**src/rtl/dac_control.sv**
```systemverilog
`default_nettype none
// ============================================================================
// Module   : dac_control
// Purpose  : Register-bus front end and serialiser for an 8-channel, 12-bit
//            serial DAC. Per-channel values written over the EBI bus are
//            queued in a pending mask and sent round-robin as 16-bit SPI
//            frames {0, ch[2:0], value[11:0]}, MSB first. The DAC samples
//            dac_din on the falling edge of dac_sclk.
// Ports    : clk, reset        - clock, synchronous active-high reset
//            addr/data_in      - [15:8] controller id, [7:0] register; data
//            enable/re/wr      - bus select, read strobe, write strobe
//            data_out          - registered read data (0 when no read)
//            busy              - FSM active or any channel pending
//            current_time      - global time base for the launch gate
//            dac_sclk/sync_n/din/ldac_n - serial DAC interface
// Options  : DAC_LDAC_EN - when defined, dac_ldac_n pulses low for CLK_DIV
//            cycles after the last frame of a burst; otherwise dac_ldac_n is
//            tied low and the DAC updates at every sync rising edge.
// Revision : 1.0 - initial release
// ============================================================================
module dac_control #(
  parameter logic [7:0] CTRL_ID      = 8'h02,
  parameter int         NUM_CHANNELS = 8,
  parameter int         CLK_DIV      = 4,
  parameter int         GAP_CYCLES   = 8
) (
  input  logic        clk,
  input  logic        reset,
  input  logic [15:0] addr,
  input  logic [31:0] data_in,
  input  logic        enable,
  input  logic        re,
  input  logic        wr,
  output logic [15:0] data_out,
  output logic        busy,
  input  logic [31:0] current_time,
  output logic        dac_sclk,
  output logic        dac_sync_n,
  output logic        dac_din,
  output logic        dac_ldac_n
);

  // One shared phase counter; it must hold 2*CLK_DIV-1 and GAP_CYCLES-1.
  localparam int CNT_SPAN = (2 * CLK_DIV > GAP_CYCLES) ? 2 * CLK_DIV : GAP_CYCLES;
  localparam int CW       = (CNT_SPAN < 2) ? 1 : $clog2(CNT_SPAN);

  localparam logic [CW-1:0] HALF_LAST = CW'(CLK_DIV - 1);
  localparam logic [CW-1:0] BIT_LAST  = CW'(2 * CLK_DIV - 1);
  localparam logic [CW-1:0] GAP_LAST  = CW'((GAP_CYCLES > 0) ? GAP_CYCLES - 1 : 0);

  localparam logic [7:0] REG_VALUE  = 8'h01;
  localparam logic [7:0] REG_ID     = 8'h09;
  localparam logic [7:0] REG_STATUS = 8'h0A;
  localparam logic [7:0] REG_LAST   = 8'h0B;
  localparam logic [7:0] REG_START  = 8'h0C;

`ifdef DAC_LDAC_EN
  typedef enum logic [2:0] {
    ST_IDLE  = 3'd0,
    ST_LOAD  = 3'd1,
    ST_SHIFT = 3'd2,
    ST_GAP   = 3'd3,
    ST_LDAC  = 3'd4
  } state_t;
`else
  typedef enum logic [2:0] {
    ST_IDLE  = 3'd0,
    ST_LOAD  = 3'd1,
    ST_SHIFT = 3'd2,
    ST_GAP   = 3'd3
  } state_t;
`endif

  state_t        state_q, state_d;
  logic [CW-1:0] cnt_q, cnt_d;
  logic [3:0]    bit_q, bit_d;
  logic [15:0]   shift_q, shift_d;
  logic [15:0]   last_word_q, last_word_d;
  logic [11:0]   value_q [NUM_CHANNELS];
  logic [11:0]   value_d [NUM_CHANNELS];
  logic [7:0]    pending_q, pending_d;
  logic [31:0]   start_time_q, start_time_d;
  logic [2:0]    next_ch_q, next_ch_d;
  logic [15:0]   data_out_q, data_out_d;
  logic          busy_q, busy_d;
  logic          sclk_q, sclk_d;
  logic          sync_n_q, sync_n_d;
  logic          din_q, din_d;
`ifdef DAC_LDAC_EN
  logic          ldac_n_q, ldac_n_d;
`endif

  logic          access;
  logic [2:0]    wr_ch;
  logic          wr_value;
  logic          wr_start;
  logic          go;
  logic          sel_found;
  logic [2:0]    sel_ch;
  logic [2:0]    scan_ch;
  logic [15:0]   load_word;

  assign access   = enable & (addr[15:8] == CTRL_ID);
  assign wr_ch    = data_in[18:16];
  assign wr_value = access & wr & (addr[7:0] == REG_VALUE) & (32'(wr_ch) < 32'(NUM_CHANNELS));
  assign wr_start = access & wr & (addr[7:0] == REG_START);
  assign go       = (|pending_q) & ((start_time_q == 32'd0) | (current_time >= start_time_q));

  // Round-robin pick: scan starts at the channel after the last one sent.
  always_comb begin
    sel_found = 1'b0;
    sel_ch    = 3'd0;
    scan_ch   = 3'd0;
    for (int i = 0; i < NUM_CHANNELS; i++) begin
      scan_ch = 3'((int'(next_ch_q) + i) % NUM_CHANNELS);
      if (!sel_found && pending_q[scan_ch]) begin
        sel_found = 1'b1;
        sel_ch    = scan_ch;
      end
    end
  end

  assign load_word = {1'b0, sel_ch, value_q[sel_ch]};

  always_comb begin
    state_d      = state_q;
    cnt_d        = cnt_q;
    bit_d        = bit_q;
    shift_d      = shift_q;
    last_word_d  = last_word_q;
    value_d      = value_q;
    pending_d    = pending_q;
    start_time_d = start_time_q;
    next_ch_d    = next_ch_q;
    sclk_d       = sclk_q;
    sync_n_d     = sync_n_q;
    din_d        = din_q;
`ifdef DAC_LDAC_EN
    ldac_n_d     = ldac_n_q;
`endif
    data_out_d   = 16'd0;

    if (access & re) begin
      case (addr[7:0])
        REG_ID:     data_out_d = 16'h0DAC;
        REG_STATUS: data_out_d = {7'd0, busy_q, pending_q};
        REG_LAST:   data_out_d = last_word_q;
        default:    data_out_d = 16'd0;
      endcase
    end

    if (wr_start) start_time_d = data_in;
    if (wr_value) value_d[wr_ch] = data_in[11:0];

    case (state_q)
      ST_IDLE: begin
        if (go) state_d = ST_LOAD;
      end
      ST_LOAD: begin
        if (sel_found) begin
          pending_d[sel_ch] = 1'b0;
          shift_d           = load_word;
          last_word_d       = load_word;
          next_ch_d         = 3'((int'(sel_ch) + 1) % NUM_CHANNELS);
          din_d             = load_word[15];
          sclk_d            = 1'b1;
          sync_n_d          = 1'b0;
          cnt_d             = '0;
          bit_d             = 4'd0;
          state_d           = ST_SHIFT;
        end else begin
          state_d = ST_IDLE;
        end
      end
      ST_SHIFT: begin
        cnt_d = cnt_q + 1'b1;
        if (cnt_q == HALF_LAST) sclk_d = 1'b0;
        if (cnt_q == BIT_LAST) begin
          cnt_d  = '0;
          sclk_d = 1'b1;
          if (bit_q == 4'd15) begin
            sync_n_d = 1'b1;
            din_d    = 1'b0;
            state_d  = ST_GAP;
          end else begin
            bit_d   = bit_q + 4'd1;
            din_d   = shift_q[14];
            shift_d = {shift_q[14:0], 1'b0};
          end
        end
      end
      ST_GAP: begin
        cnt_d = cnt_q + 1'b1;
        if (cnt_q == GAP_LAST) begin
          cnt_d   = '0;
          state_d = ST_IDLE;
`ifdef DAC_LDAC_EN
          // Only the end of a burst (nothing left queued) gets the load pulse.
          if (pending_q == 8'd0) begin
            state_d  = ST_LDAC;
            ldac_n_d = 1'b0;
          end
`endif
        end
      end
`ifdef DAC_LDAC_EN
      ST_LDAC: begin
        cnt_d = cnt_q + 1'b1;
        if (cnt_q == HALF_LAST) begin
          cnt_d    = '0;
          ldac_n_d = 1'b1;
          state_d  = ST_IDLE;
        end
      end
`endif
      default: state_d = ST_IDLE;
    endcase

    // Applied after the LOAD clear so a same-cycle rewrite keeps the channel armed.
    if (wr_value) pending_d[wr_ch] = 1'b1;

    busy_d = (state_d != ST_IDLE) | (|pending_d);
  end

  always_ff @(posedge clk) begin
    if (reset) begin
      state_q      <= ST_IDLE;
      cnt_q        <= '0;
      bit_q        <= 4'd0;
      shift_q      <= 16'd0;
      last_word_q  <= 16'd0;
      for (int i = 0; i < NUM_CHANNELS; i++) value_q[i] <= 12'd0;
      pending_q    <= 8'd0;
      start_time_q <= 32'd0;
      next_ch_q    <= 3'd0;
      data_out_q   <= 16'd0;
      busy_q       <= 1'b0;
      sclk_q       <= 1'b1;
      sync_n_q     <= 1'b1;
      din_q        <= 1'b0;
`ifdef DAC_LDAC_EN
      ldac_n_q     <= 1'b1;
`endif
    end else begin
      state_q      <= state_d;
      cnt_q        <= cnt_d;
      bit_q        <= bit_d;
      shift_q      <= shift_d;
      last_word_q  <= last_word_d;
      value_q      <= value_d;
      pending_q    <= pending_d;
      start_time_q <= start_time_d;
      next_ch_q    <= next_ch_d;
      data_out_q   <= data_out_d;
      busy_q       <= busy_d;
      sclk_q       <= sclk_d;
      sync_n_q     <= sync_n_d;
      din_q        <= din_d;
`ifdef DAC_LDAC_EN
      ldac_n_q     <= ldac_n_d;
`endif
    end
  end

  assign data_out   = data_out_q;
  assign busy       = busy_q;
  assign dac_sclk   = sclk_q;
  assign dac_sync_n = sync_n_q;
  assign dac_din    = din_q;
`ifdef DAC_LDAC_EN
  assign dac_ldac_n = ldac_n_q;
`else
  assign dac_ldac_n = 1'b0;
`endif

endmodule
`default_nettype wire
```
**config.mk**
```make
export PLATFORM = sky130hd
export DESIGN_NAME = dac_control
export DESIGN_NICKNAME = d
export VERILOG_FILES = /design/src/rtl/dac_control.sv
export SDC_FILE = /design/constraint.sdc
export NUM_CORES = 1
export LEC_CHECK = 0
export ABC_CLOCK_PERIOD_IN_PS = 5300
export CAP_MARGIN = 10
export CORE_ASPECT_RATIO = 0.5
export CORE_UTILIZATION = 52
export CTS_CLUSTER_DIAMETER = 30
export DETAILED_ROUTE_END_ITERATION = 8
export DONT_BUFFER_PORTS = 1
export PLACE_DENSITY = 0.78
export SLEW_MARGIN = 20
export SYNTH_ARGS = -nofsm -noshare
export SYNTH_HDL_FRONTEND = slang
export SYNTH_SLANG_ARGS = --single-unit
export TNS_END_PERCENT = 30
```
**constraint.sdc**
```tcl
create_clock -name clk -period 5.3 [get_ports clk]
set_clock_uncertainty 0.2 [all_clocks]
set_input_delay 0.795 -clock clk [delete_from_list [all_inputs] [get_ports clk]]
set_output_delay 0.795 -clock clk [all_outputs]
set_load 0.01 [all_outputs]
```
## Word level (Yosys, flattened, before mapping)

Cells that the tools add are included.

- Flip-flop bits (word level): 199
- Bits in latches: 0
- Bits in writable memories: 0
- Memory bits (read-only): 0
- Input port bits: 85
- Output and inout bits: 21
- Word-level logic and storage cells: 184
- Memories kept: 0

- $add $sub $neg: 10
- Multiply operators: 0
- Div/mod/pow operators: 0
- $lt $le $gt $ge: 16
- Eq/ne operators: 17
- Shift operators: 0
- Multiplexer cells: 74
- Bitwise operators: 14
- Reduce and logical (&&, ||, !) cells: 32

Operators with widths:

| cell | number |
|---|---|
| $bwmux 96 | 1 |
| $mux 15 | 3 |
| $pmux 15 s3 | 1 |
| $mux 3 | 14 |
| $lt 3x4->1 const B | 10 |
| $bmux 12 s3 | 1 |
| $demux 12 s3 | 1 |
| $mux 12 | 3 |
| $eq 8x4->1 const B | 4 |
| $ge 32x32->1 | 1 |
| $logic_not 32->1 | 1 |
| $pmux 15 s2 | 1 |
| $mux 1 | 26 |
| $bmux 1 s3 | 8 |
| $mux 8 | 3 |
| $reduce_or 8->1 | 2 |
| $add 3x3->3 const B | 4 |
| $mux 4 | 3 |
| $pmux 3 s4 | 1 |
| $logic_and 1x1->1 | 10 |
| $add 3x1->3 const B | 3 |
| $eq 3x2->1 const B | 3 |
| $and 8x8->8 | 1 |
| $eq 8x1->1 const B | 1 |
| other kinds (30) | 57 |

## Logic depth before layout (Yosys ltp)

Gate-level depths: netlist of run 1.

- Depth in word-level cells: 36
- Mapped depth: 16
- Gate-level depth less buffers: 11

## Worst setup path after synthesis of run 1

Ideal clock, no wire load.

- Kind: flip-flop to flip-flop
- Start: register next_ch_q[0]
- End: register busy_q (netlist: busy)
- Library setup time: 133 ps
- Data arrival time: 3585 ps
- Data required time: 4967 ps
- Setup slack: 1382 ps
- Cell stages (with the launch flop): 16
- Buffers on the path: 4
- Period minus slack after synthesis: 3918 ps
- Path through: dfxtp_1 > buf_4 > inv_1 > ha_1 > buf_6 > buf_6 > mux4_2 > mux2i_1 > o32a_2 > a211oi_2 > or4_4 > a21oi_2 > buf_2 > a22oi_1 > nor4_1 > a31oi_1

- Word-level cells in the longest chain between the ends: 36
- Elaborated cells on any way between the ends: 69
- Those cells by class: add/sub: 7; order compare: 2; mux: 39; bitwise: 4; reduce/logical: 17

RTL lines:

| what | line | RTL |
|---|---|---|
| start: declaration | 83 | `logic [2:0] next_ch_q, next_ch_d;` |
| start signal: assignment | 253 | `next_ch_q <= next_ch_d;` |
| parallel branches: the longest is 35 deep, another holds $add 3x1->3 | n/a |  |
| $or 1x1->1 * | 222 | `busy_d = (state_d != ST_IDLE) \| (\|pending_d);` |
| end signal: assignment | 255 | `busy_q <= busy_d;` |
| end: declaration | 85 | `logic busy_q, busy_d;` |

Every way passes the cells marked *. The select of a mux whose other input is x is not followed.
A chain may end at the register's enable or synchronous reset.

## Final worst setup path of run 1

Same ends and word-level chain as after synthesis.

==> metrics, run 1 <==
largest net degree at the start of global routing=roughly 190; CTS root buffer=clkbuf_16; CTS tree=built; DIE WIDTH=~200 um; Non-Filler Instances=roughly 1.5k; critical-path cell list=inv_1, ha_1, mux4_2, nor4_4, nand2_1, o221ai_1, o2bb2ai_1, nor3_2, a21oi_1, nor4b_2, a31oi_1; clock slew at reported path FFs=0.08 ns; Crit path depth=11; R2R depth=11; Pins Over Slew Limit=0; cell taking the most area after synthesis=dfxtp_1; CP Launch Type=register; post-cts resize count=0; asr flop ratio synth=0%; Hold Vio Cnt, Final=0; worst hold path class=in -> reg; initial core utilization=53.22%; # IOs=between 100 and 150; pwr/cell area=264.0 nW/um^2; Initial DRC Count=1055; top_reg_cell synth=dfxtp_1; post-layout min period=roughly 4.6 ns; placed insts=1502; Critical Path Slowest Stage Cell=nor3_2; critical path required time=between 5 and 6 ns; synth warn=0; Worst setup EP type=register; clk sinks=198; RePlAce Congestion=a little over 0.9; Data arrival, critical path=approximately 4.8 ns; gr ovfl total=0; Commonest cells post-synth=nand2_1, dfxtp_1, a21oi_1, nand3_1, nor2_1; unrepaired setup endpoints after global routing=false; share of the synthesized area in the top cell type=a little under two fifths; final setup violation count=0; IO Port Bufs=0; via count=9666; hold buffer count at cts=0; Layout area overhead=6.907%; Core Box Area=~20000 sq um; Total GRT Usage=30.07%; Slew Limit Headroom=between 20% and 30%; dominant cells by area after synthesis=dfxtp_1, nand2_1, a21oi_1; clk buf depth=2; Die ar.=20560 sq um; height of the die=101.9 um; status=complete, no violations; kind of critical path=reg -> reg; Clock Latency Late Sink=0.45 ns; family with the most delay on the worst path=simple AND/OR/NAND/NOR gates; Final HPWL DP=between 20000 and 25000 um; fmax=0.2152 GHz; Power Total=about 2.9 mW; DR pass1 iterations=5; CP bufs+invs=1; cells after synthesis=around 1.3k; Worst-Margin Slew=1.173 ns; leak pwr=~3.5 nW; Fin Setup TNS=0 ns; CP max stage delay=0.94 ns; share of cells above drive strength 1=around 7.7%; initial antenna violation count=2; final WL=31010 um; register area share after synthesis=a little under two fifths; flops & latches, synth=198; maximum VDD drop=about 240 uV; antenna fix cells=0; Row Count=36; crit-path max FO=13; total CTS buffers=17; max-cap viol count=0; most frequent cell after synthesis=nand2_1; nets=1378; hold path cells=1; final worst-path cycle share=between 80 and 90%; setup bufs post-CTS=0; drc violations=0; post-DR wirelength/cell=roughly 20 um; antenna-violating nets left=0; synthesized area=roughly 10000 sq um; DR vias/cell=around 6.3; vias in the first global route=8563; first-pass GRT wire length=roughly 48000 um; Distinct cells, synth=74; mean post-synth cell area=around 7.9 sq um; Post-synth EDFFs=0; htree depth=4
[final cells by class]
cell class | count | area [sq um]
Tap cell | 266 | 332.8
Multi-Input combinational cell | 971 | 5828
Inverter | 48 | 180.2
Timing Repair Buffer | 19 | 155.1
Clock inverter | 15 | 211.5
Fill cell | 1738 | 8407
Clock buffer | 17 | 425.4
Sequential cell | 198 | 3964
[through the flow]
| step | util [%] | hold WS, ns | instance area [sq um] | setup WS, ns |
|---|---|---|---|---|
| finish | 56.90 | 0.2422 | 11100 | 0.6527 |
| CTS | 56.90 | 0.1974 | 11100 | 0.7515 |
| global route | 56.90 | 0.1977 | 11100 | 0.3495 |
| floorplan | - | 0.2235 | 10390 | 1.382 |
| detailed placement | 53.63 | 0.2360 | 10460 | 0.7334 |
| global placement | 53.61 | 0.2291 | 10460 | 0.6436 |
[layout by cell type, fill, tap and decap left out, types with 4 or more instances in the layout]
| cell type | netlist | routed |
|---|---|---|
| a31oi_1 | 9 | 9 |
| nand2b_1 | 20 | 20 |
| a22oi_1 | 4 | 4 |
| a21oi_1 | 137 | 136 |
| nand2_1 | 248 | 248 |
| nor3_1 | 23 | 23 |
| inv_1 | 48 | 48 |
| nor3b_1 | 6 | 5 |
| mux4_2 | 16 | 16 |
| and3_1 | 6 | 6 |
| nor2b_1 | 8 | 8 |
| o221ai_1 | 12 | 12 |
| xnor2_1 | 4 | 4 |
| o21ai_0 | 65 | 65 |
| ha_1 | 38 | 38 |
| o211ai_1 | 4 | 4 |
| buf_4 | 3 | 18 |
| or2_2 | 5 | 5 |
| mux2i_1 | 50 | 50 |
| nor4_1 | 15 | 14 |
| nor2_1 | 95 | 94 |
| dfxtp_1 | 198 | 198 |
| nand3_1 | 100 | 100 |
| nand4_1 | 23 | 23 |
| clkbuf_16 | 0 | 17 |
| a211oi_1 | 16 | 16 |
[worst paths after layout]
path / from / endpoint / slack [ns]
max: next_ch_q[0] / busy / 0.65
max reg2reg: next_ch_q[0] / busy / 0.65
min: addr[1] / data_out[10] / 0.24
min reg2reg: value_q[68] / value_q[68] / 0.25
[kinds of logic after synthesis]
group / share of synthesized area (%)
buf+inv: 5.979
other cells: 0.03613
flops: 38.19
fa+ha+maj: 4.581
compound gates: 16.68
xor+xnor: 0.5907
simple gates: 25.43
mux: 8.510
[power breakdown]
group,switching (mW),total [mW],internal [mW]
registers,0.000791,1.49,1.49
logic,0.0214,0.0420,0.0205
clock network,0.637,1.40,0.764
total,0.659,2.93,2.27
[routing by layer]
layer / GRT usage [%] / up-vias / part of all wire (%) / wire length [um]
met1: 41.26 / 4508 / 43 / 13340
li1: - / 4481 / - / -
met3: 8.450 / 69 / 12 / 3575
met2: 45.52 / 604 / 43 / 13450
met4: 10.49 / 4 / 2.0 / 608
met5: 0 / - / 0.097 / 30
[worst reg2reg max path, stage by stage (launching register included)]
cell	delay, ns
dfxtp_1	0.33
inv_1	0.11
ha_1	0.69
mux4_2	0.64
nor4_4	0.31
nand2_1	0.19
o221ai_1	0.25
o2bb2ai_1	0.24
nor3_2	0.94
a21oi_1	0.22
nor4b_2	0.30
a31oi_1	0.12
[flip-flops by register name, summed over array words and instances, names as in the netlist, 3 cells and up]
name / cells
start_time_q: 32
cnt_q: 3
last_word_q: 15
next_ch_q: 3
value_q: 96
pending_q: 8
shift_q: 15
data_out: 15
bit_q: 4
state_q: 3
No activity file was read; power rests on OpenSTA's default activity.
==> run 2: changes to the inputs <==
Settings changed: RECOVER_POWER from default to 50.
==> metrics, run 2 (synthesized netlist as in run 1, its figures left out) <==
family with the most delay on the worst path=simple AND/OR/NAND/NOR gates; initial core utilization=53.22% (unchanged); kind of critical path=reg -> reg; drc violations=0 (unchanged); Non-Filler Instances=1534 (unchanged); Slew Limit Headroom=-68.92% (-90 points); fmax=0.2152 GHz (about the same); first-pass GRT wire length=47620 um (unchanged); status=finished with violations; gr ovfl total=0 (unchanged); CP max stage delay=0.91 ns (-0.03 ns); Data arrival, critical path=4.77 ns (about the same); placed insts=1502 (unchanged); Row Count=36 (unchanged); final WL=30900 um (-0.33%); Fin Hold WS=0.2295 ns (-0.01274 ns); Hold Vio Cnt, Final=0 (unchanged); Clock Latency Late Sink=0.45 ns (about the same); antenna fix cells=0 (unchanged); post-DR wirelength/cell=20.15 um (-0.33%); critical path required time=5.43 ns (about the same); largest net degree at the start of global routing=186 (unchanged); DR vias/cell=6.227 (-1.2%); clock slew at reported path FFs=0.08 ns (about the same); IO Port Bufs=0 (unchanged); Power Total=2.935 mW (+0.16%); CTS root buffer=clkbuf_16; Layout area overhead=6.811% (about the same); Final HPWL DP=20970 um (unchanged); Worst setup EP type=register; max reg flops=96 (unchanged); total CTS buffers=17 (unchanged); unrepaired setup endpoints after global routing=false; CP Launch Type=register; clk buf depth=2 (unchanged); critical-path cell list=inv_1, ha_1, mux4_2, nor4_4, nand2_1, o221ai_1, o2bb2ai_1, nor3_2, a21oi_1, nor4b_2, a31oi_1; max-cap viol count=1 (+1); final setup violation count=0 (unchanged); Critical Path Slowest Stage Cell=nor3_2; most frequent cells in the layout=nand2_1, dfxtp_1, a21oi_1, nand3_1, nor2_1; fin area=11090 sq um (about the same); pre-CTS WS=0.7334 ns (unchanged); antenna-violating nets left=0 (unchanged); hold buffer count at cts=0 (unchanged); fin worst setup slack=0.6540 ns (+0.001307 ns); top flop regs=value_q: 96 flops, start_time_q: 32 flops; final worst-path cycle share=87.66% (about the same); DP Area=10460 sq um (unchanged); Fin Setup TNS=0 ns (unchanged); clk sinks=198 (unchanged); post-layout min period=4.646 ns (-0.001307 ns); filler instances=1741 (+0.17%); post-layout util=56.85% (about the same); post-cts resize count=0 (unchanged); Die ar.=20560 sq um (unchanged); CTS tree=built; Core Box Area=19500 sq um (unchanged); via count=9552 (-1.2%); most common cell after layout, fill and taps aside=nand2_1; initial antenna violation count=2 (unchanged); crit-path max FO=13 (unchanged); worst hold path class=in -> reg; # IOs=106 (unchanged); Total GRT Usage=30.07% (unchanged); Initial DRC Count=1045 (-0.95%); DIE WIDTH=201.8 um (unchanged); pwr/cell area=264.7 nW/um^2 (+0.25%); Biggest register=value_q; vias in the first global route=8563 (unchanged); height of the die=101.9 um (unchanged); setup bufs post-CTS=0 (unchanged); violated checks=capacitance limit, slew limit; CP bufs+invs=1 (unchanged); Pins Over Slew Limit=33 (+33); htree depth=4 (unchanged); maximum VDD drop=243.9 uV (+0.40%); leak pwr=3.530 nW (-0.15%); DR pass1 iterations=9 (+4); register area=3964 sq um (unchanged); RePlAce Congestion=0.9295 (unchanged); nets=1378 (unchanged); share of cells above drive strength 1=7.571% (-0.16 points); multi-input logic area=5822 sq um (-0.11%); Worst-Margin Slew=2.534 ns (+1.361 ns)
-- run 2: changes by cell type in the layout (fill, tap and decap cells not counted), sizes merged --
cell | previous run | this run
buf | 19 | 18
clkbuf | 17 | 18
-- run 2: worst register-to-register path, delay by kind of cell, from the launching register on --
family / cells / cell delay (ns)
buf+inv: 1 / 0.11
flops: 1 / 0.33
fa+ha+maj: 1 / 0.69
mux: 1 / 0.65
simple gates: 4 / 1.71
compound gates: 4 / 0.85
-- run 2: metal layers --
metal  GRT usage [%]  up-vias  share of wire [%]
met5               0        -              0.087
met4           10.49        4                2.0
met3           8.450       72                 11
met2           45.52      545                 43
met1           41.26     4441                 43
li1                -     4490                  -
-- run 2: final cells by class --
type	instances	area share, %
clock buffer	17	3.837
clock inverter	15	1.907
inverter	48	1.625
multi-input combinational	971	52.51
sequential	198	35.75
tap	266	3.002
timing repair buffer	19	1.366
-- run 2: power by group --
part	switching [mW]	internal, mW	leakage [nW]
clock	0.642	0.764	0.305
combinational	0.0214	0.0205	1.63
sequential	0.000767	1.49	1.59
total	0.664	2.27	3.53
-- run 2: final timing paths --
path	from	to	slack (ns)	depth (start not counted)
hold reg to reg	value_q[94]	value_q[94]	0.25	2
setup / recovery	next_ch_q[0]	busy	0.65	11
hold / removal	reset	value_q[69]	0.23	1
setup reg to reg	next_ch_q[0]	busy	0.65	11
